==> src/rtl/ls_serial_pkg.sv <==
// Shared definitions for the LS-style serial transmitter.
// Holds the FSM state encodings and the fixed line levels of the frame.
package ls_serial_pkg;

    typedef enum logic [2:0] {
        IDLE   = 3'd0,
        START  = 3'd1,
        DATA   = 3'd2,
        PARITY = 3'd3,
        STOP   = 3'd4
    } state_t;

    localparam logic LINE_IDLE = 1'b1;
    localparam logic START_BIT = 1'b0;
    localparam logic STOP_BIT  = 1'b1;

endpackage

==> src/rtl/ls_baud_cnt.sv <==
// Baud counter for ls_serial_tx: counts 0..DIV-1 while EN is high.
// TICK marks the last cycle of a bit period. The count is held at 0 while EN is low.
module ls_baud_cnt
    import ls_serial_pkg::*;
#(
    parameter int DIV = 4
) (
    input  logic CP,
    input  logic CLR,
    input  logic EN,
    output logic TICK
);

    localparam int CW = (DIV > 1) ? $clog2(DIV) : 1;
    localparam logic [CW-1:0] LAST = CW'(DIV - 1);

    logic [CW-1:0] cnt;

    // Free-running modulo-DIV count while a frame is active
    always_ff @(posedge CP or posedge CLR) begin
        if (CLR) begin
            cnt <= '0;
        end else if (!EN) begin
            cnt <= '0;
        end else if (cnt == LAST) begin
            cnt <= '0;
        end else begin
            cnt <= cnt + CW'(1);
        end
    end

    assign TICK = (cnt == LAST);

endmodule

==> src/rtl/ls_serial_tx.sv <==
// Parallel-in, serial-out frame transmitter (LS165-style shift path plus FSM).
// Frame: start bit (0), W data bits LSB first, optional even parity, stop bit (1).
// Each symbol lasts DIV clock cycles.
// Build option: define LS_SERIAL_TX_PARITY_EN to insert the parity symbol.
module ls_serial_tx
    import ls_serial_pkg::*;
#(
    parameter int W   = 8,
    parameter int DIV = 4
) (
    input  logic         CP,
    input  logic         CLR,
    input  logic         LOAD,
    input  logic [W-1:0] D,
    output logic         RDY,
    output logic         SO,
    output logic         BUSY,
    output logic         DONE
);

    localparam int BW = (W > 1) ? $clog2(W) : 1;
    localparam logic [BW-1:0] LASTBIT = BW'(W - 1);

    state_t         state;
    logic [W-1:0]   sr;
    logic [W-1:0]   sr_nxt;
    logic [BW-1:0]  bitcnt;
    logic           tick;
    logic           baud_en;
`ifdef LS_SERIAL_TX_PARITY_EN
    logic           par;
`endif

    assign baud_en = (state != IDLE);
    assign sr_nxt  = sr >> 1;
    assign RDY     = (state == IDLE);

    ls_baud_cnt #(.DIV(DIV)) u_baud (
        .CP   (CP),
        .CLR  (CLR),
        .EN   (baud_en),
        .TICK (tick)
    );

    // Frame sequencing, shift register and registered line outputs
    always_ff @(posedge CP or posedge CLR) begin
        if (CLR) begin
            state  <= IDLE;
            sr     <= '0;
            bitcnt <= '0;
            SO     <= LINE_IDLE;
            BUSY   <= 1'b0;
            DONE   <= 1'b0;
`ifdef LS_SERIAL_TX_PARITY_EN
            par    <= 1'b0;
`endif
        end else begin
            DONE <= 1'b0;
            case (state)
                IDLE: begin
                    SO   <= LINE_IDLE;
                    BUSY <= 1'b0;
                    if (LOAD) begin
                        sr     <= D;
                        bitcnt <= '0;
                        state  <= START;
                        SO     <= START_BIT;
                        BUSY   <= 1'b1;
`ifdef LS_SERIAL_TX_PARITY_EN
                        par    <= ^D;
`endif
                    end
                end
                START: begin
                    if (tick) begin
                        state <= DATA;
                        SO    <= sr[0];
                    end
                end
                DATA: begin
                    if (tick) begin
                        sr <= sr_nxt;
                        if (bitcnt == LASTBIT) begin
                            bitcnt <= '0;
`ifdef LS_SERIAL_TX_PARITY_EN
                            state  <= PARITY;
                            SO     <= par;
`else
                            state  <= STOP;
                            SO     <= STOP_BIT;
`endif
                        end else begin
                            bitcnt <= bitcnt + BW'(1);
                            SO     <= sr_nxt[0];
                        end
                    end
                end
`ifdef LS_SERIAL_TX_PARITY_EN
                PARITY: begin
                    if (tick) begin
                        state <= STOP;
                        SO    <= STOP_BIT;
                    end
                end
`endif
                STOP: begin
                    if (tick) begin
                        state <= IDLE;
                        SO    <= LINE_IDLE;
                        BUSY  <= 1'b0;
                        DONE  <= 1'b1;
                    end
                end
                default: begin
                    state <= IDLE;
                    SO    <= LINE_IDLE;
                    BUSY  <= 1'b0;
                end
            endcase
        end
    end

endmodule
==> config.mk <==
export PLATFORM = sky130hd
export DESIGN_NAME = ls_serial_tx
export DESIGN_NICKNAME = d
export VERILOG_FILES = /design/src/rtl/ls_serial_pkg.sv /design/src/rtl/ls_baud_cnt.sv /design/src/rtl/ls_serial_tx.sv
export SDC_FILE = /design/constraint.sdc
export NUM_CORES = 1
export LEC_CHECK = 0
export ABC_AREA = 1
export ABC_CLOCK_PERIOD_IN_PS = 1500
export BUFFER_PORTS_ARGS = -buffer_cell sky130_fd_sc_hd__buf_4
export CAP_MARGIN = 20
export CORE_AREA = 2 2 47 49
export CTS_CLUSTER_SIZE = 14
export DETAILED_ROUTE_END_ITERATION = 7
export DIE_AREA = 0 0 49 51
export PLACE_DENSITY = 0.7
export SYNTH_ARGS = -nofsm -noshare
export SYNTH_HDL_FRONTEND = slang
export SYNTH_SLANG_ARGS = --single-unit
==> constraint.sdc <==
create_clock -name CP -period 1.5 [get_ports CP]
set_clock_uncertainty 0.15 [all_clocks]
set_input_delay 0.15 -clock CP [delete_from_list [all_inputs] [get_ports CP]]
set_output_delay 0.15 -clock CP [all_outputs]
set_load 0.01 [all_outputs]
==> results summary <==
Setup repair after global routing could not meet its margin everywhere. The longest clock path from root to sink contains 2 buffers. The worst hold path belongs to the class in2reg.

The clock latency reported for the late side of the worst-skew pair came out at just over 300 ps. The worst setup path is launched from a flip-flop. Summing the areas of all fa, ha and maj instances in the mapped netlist gives under 10% of the synthesized area. The die is roughly 49 microns wide. The worst register-to-register path has a depth of 7.

Across all setup checks in the final design, the least slack found is -55.55 ps. The peak clock frequency supported by timing is 642.9 MHz. The number of max-capacitance violations reported is 0. The share of synthesized area occupied by flip-flops and latches came out at a little under half. The detailed router put a total of 943 microns of wire on met1. The number of placement rows is 17.

The number of global-route vias before repair came out at roughly 780. Setup total negative slack on the finished layout was measured at -55.55 ps. The utilization after layout is 68.83%. The all-layer global routing usage came out at 18.12%. The global placement routability congestion came out at 0.7751. In the finished design, the share of the clock period the worst path needs comes to 103.7%.

The clock tree from TritonCTS is yes. The total overflow reported by the global router came out at 0. The final reports fail on setup timing. The wire length on met3 is ~88 microns.

The highest ir drop seen on vdd is 1080 uV. The pin count of the biggest net entering global routing is 20. In the final design database the tool counted 162 nets. The area of the die came out at about 2500 sq um.

The first global-routing pass estimated between 3000 and 4000 microns of wire. The maximum cell stage delay along the critical path is slightly above 400 ps. The leakage power figure came out at 0.7082 nW.

The vias per cell came out at 5.040. The routed wirelength normalized by instance count is ~13 microns. The hold slack came out at around 4.1 ps.

The count of pins over their slew limit is 0. The count of unresolved DRC violations after routing is 0. The count of nets left with antenna violations after detail routing is 0. Summing over every cut layer, the via total after detailed routing is between 800 and 900. The startpoint of the worst hold path is D[6]. The number of clock sinks came out at 19.

The register clock-pin slew on the reported worst setup and hold paths came out at 110 ps. The number of warning messages in the yosys log is 0. In this run the cell area of the synthesized design comes to around 1000 sq um. The data arrival at the endpoint of the critical path is ~1300 ps. The worst pin sits at a relative slew slack of a little over four fifths. The number of different library cells in the post-synthesis netlist is 25.

The port buffer count is 14. The number of placed instances with taps included is 157. The net count after synthesis is 126.

For this block, the initial DRC count from the detailed router was 26. The routed design could run at a clock period as short as ~1600 ps. The core region area is ~2100 sq um. The synthesized netlist devotes a little over an eighth of its cell area to compound gates. After synthesis, the largest family of logic cells by area is simple AND/OR/NAND/NOR gates. The startpoint of the most critical setup path is state[2]$_DFFE_PP0P_. Traced cell by cell, the critical path runs through buf_6, nor3_4, buf_6, buf_6. After the flow finishes, the layout carries non-filler instances totaling between 150 and 200.

The flip-flop and latch count after synthesis is 19. The worst hold path cell count is 5. The met2 wire length is 1280 microns.

The total setup violations reported at the end of the flow is 1. The total routed wirelength is ~2400 microns. The critical path in this run is classified as reg2out. The count of mapped cells out of synthesis came out at 112. The worst setup path is captured at an output port. The final number of hold-violating endpoints was 0. The run finished, with violations left.

The worst slack at placement came out at -33.04 ps. The cell chosen for the clock root is sky130_fd_sc_hd__clkbuf_4. The synthesized-area fraction occupied by and/or/nand/nor cells came out at a little over a quarter.

The number of antenna diodes in the final layout is 0. The library cells used most frequently in the layout, excluding fill and tap cells, are 21 x sky130_fd_sc_hd__nand2_1, 21 x sky130_fd_sc_hd__buf_4, 16 x sky130_fd_sc_hd__dfrtp_1, 13 x sky130_fd_sc_hd__inv_1, 10 x sky130_fd_sc_hd__nand3_1. The boundary pin count is 15. The post-route netlist has 41.50% of its cells at a drive strength greater than 1. The portion of synthesized area spent on multiplexers is 0%. The cell repeated most along the worst path is sky130_fd_sc_hd__buf_6.

On the critical path, the stage with the largest delay is an instance of sky130_fd_sc_hd__dfrtp_1. The filler cells instantiated in the layout total approximately 170. The placed wire-length estimate after detailed placement is about 1400 microns. The worst-margin pin slew came out at ~240 ps. The peak fanout along the critical path came out at 4. The initial antenna violation count is 0. The CTS buffer count is 3.

The startpoint identified for the worst register-to-register timing path is state[0]$_DFFE_PP0P_. The setup slack of the most critical reg-to-reg path came out at about 30 ps. The maximum level of the CTS H-tree is 1. Routed signal wires occupy layers up through met4. The required time of the critical path came out at between 1000 and 1500 ps. The starting density of the core is between 40 and 50%. The synthesized-area fraction occupied by xor and xnor cells is 0%.

The average cell area after synthesis came out at 9.105 sq um. The area growth from synthesis to layout is 39.26%. For this design the ratio of total power to cell area is 1976 nW/um^2. In this run the vertical extent of the chip is 51 microns.

The detailed-router iteration count before antenna repair came out at 4.
==> layer usage <==
layer  GRT usage, %  vias to the layer above
li1               -                      440
met1          19.62                      414
met2          33.79                       23
met3          2.924                        5
met4          10.00                        0
met5              0                        -
==> kinds of logic after synthesis <==
| kind of cell | Yosys count |
|---|---|
| AO/OA/AOI/OAI | 20 |
| adder cells (fa/ha/maj) | 3 |
| buffers and inverters | 18 |
| flip-flops | 19 |
| AND/OR/NAND/NOR | 52 |
==> cell type report <==
class	instances	area (sq um)	area share, %
Tap cell	28	35.03	2.467
Multi-Input combinational cell	77	530.5	37.36
Timing Repair Buffer	31	282.8	19.91
Clock inverter	1	5.005	0.3524
Inverter	16	65.06	4.582
Clock buffer	3	22.52	1.586
Sequential cell	19	479.2	33.74
==> registers in the layout, indices dropped and copies added (netlist names) <==
name / cells
BUSY: 1
DONE: 1
SO: 1
bitcnt: 3
sr: 8
state: 3
u_baud.cnt: 2
==> cells in the mapped netlist, drive strengths merged <==
cell	instances	area (sq um)
dfrtp	18	450.4
nor4	1	6.260
nor3	2	21.27
ha	3	37.54
nand3b	1	7.510
buf	2	25.02
nand2	27	135.1
nand3	13	77.58
inv	16	62.57
nor2	7	26.28
nand4	1	6.260
o21ai	17	115.1
a21oi	3	22.52
dfstp	1	26.28
==> report_power, final <==
| part | total (mW) | internal [mW] | switching [mW] | leakage [nW] |
|---|---|---|---|---|
| registers | 0.875 | 0.742 | 0.134 | 0.236 |
| clock network | 0.264 | 0.0996 | 0.164 | 0.0177 |
| logic | 1.67 | 0.752 | 0.916 | 0.454 |
| total | 2.81 | 1.59 | 1.21 | 0.708 |
==> per-stage QoR <==
| step | power (mW) | instance area (sq um) |
|---|---|---|
| finish | 2.807 | 1420 |
| global route | 3.018 | 1420 |
| CTS | 2.452 | 1266 |
| detailed placement | 2.101 | 1172 |
| global placement | 2.050 | 1172 |
| floorplan | 1.802 | 1020 |
==> critical path, delay by kind of cell, from the launching register on <==
kind          cells  cell delay (ps)
buf+inv           3              370
flops             1              410
simple gates      1              180
==> what timing repair did <==
action	4_1_cts	5_1_grt
pin swaps	0	5
resized for setup	7	16
gates cloned	0	3
setup endpoints to repair	4	9
endpoints found under the hold margin	22	0
hold buffers	4	0
buffers inserted	1	6
==> path summary, 6_finish.rpt <==
path	endpoint
min in group asynchronous	sr[5]$_DFFE_PP0P_
worst min-delay path	sr[6]$_DFFE_PP0P_
worst min register to register	BUSY$_DFFE_PP0P_
worst max register to register	sr[3]$_DFFE_PP0P_
max in group asynchronous	SO$_DFFE_PP1P_
worst max-delay path	RDY
No activity file was read; power rests on OpenSTA's default activity.
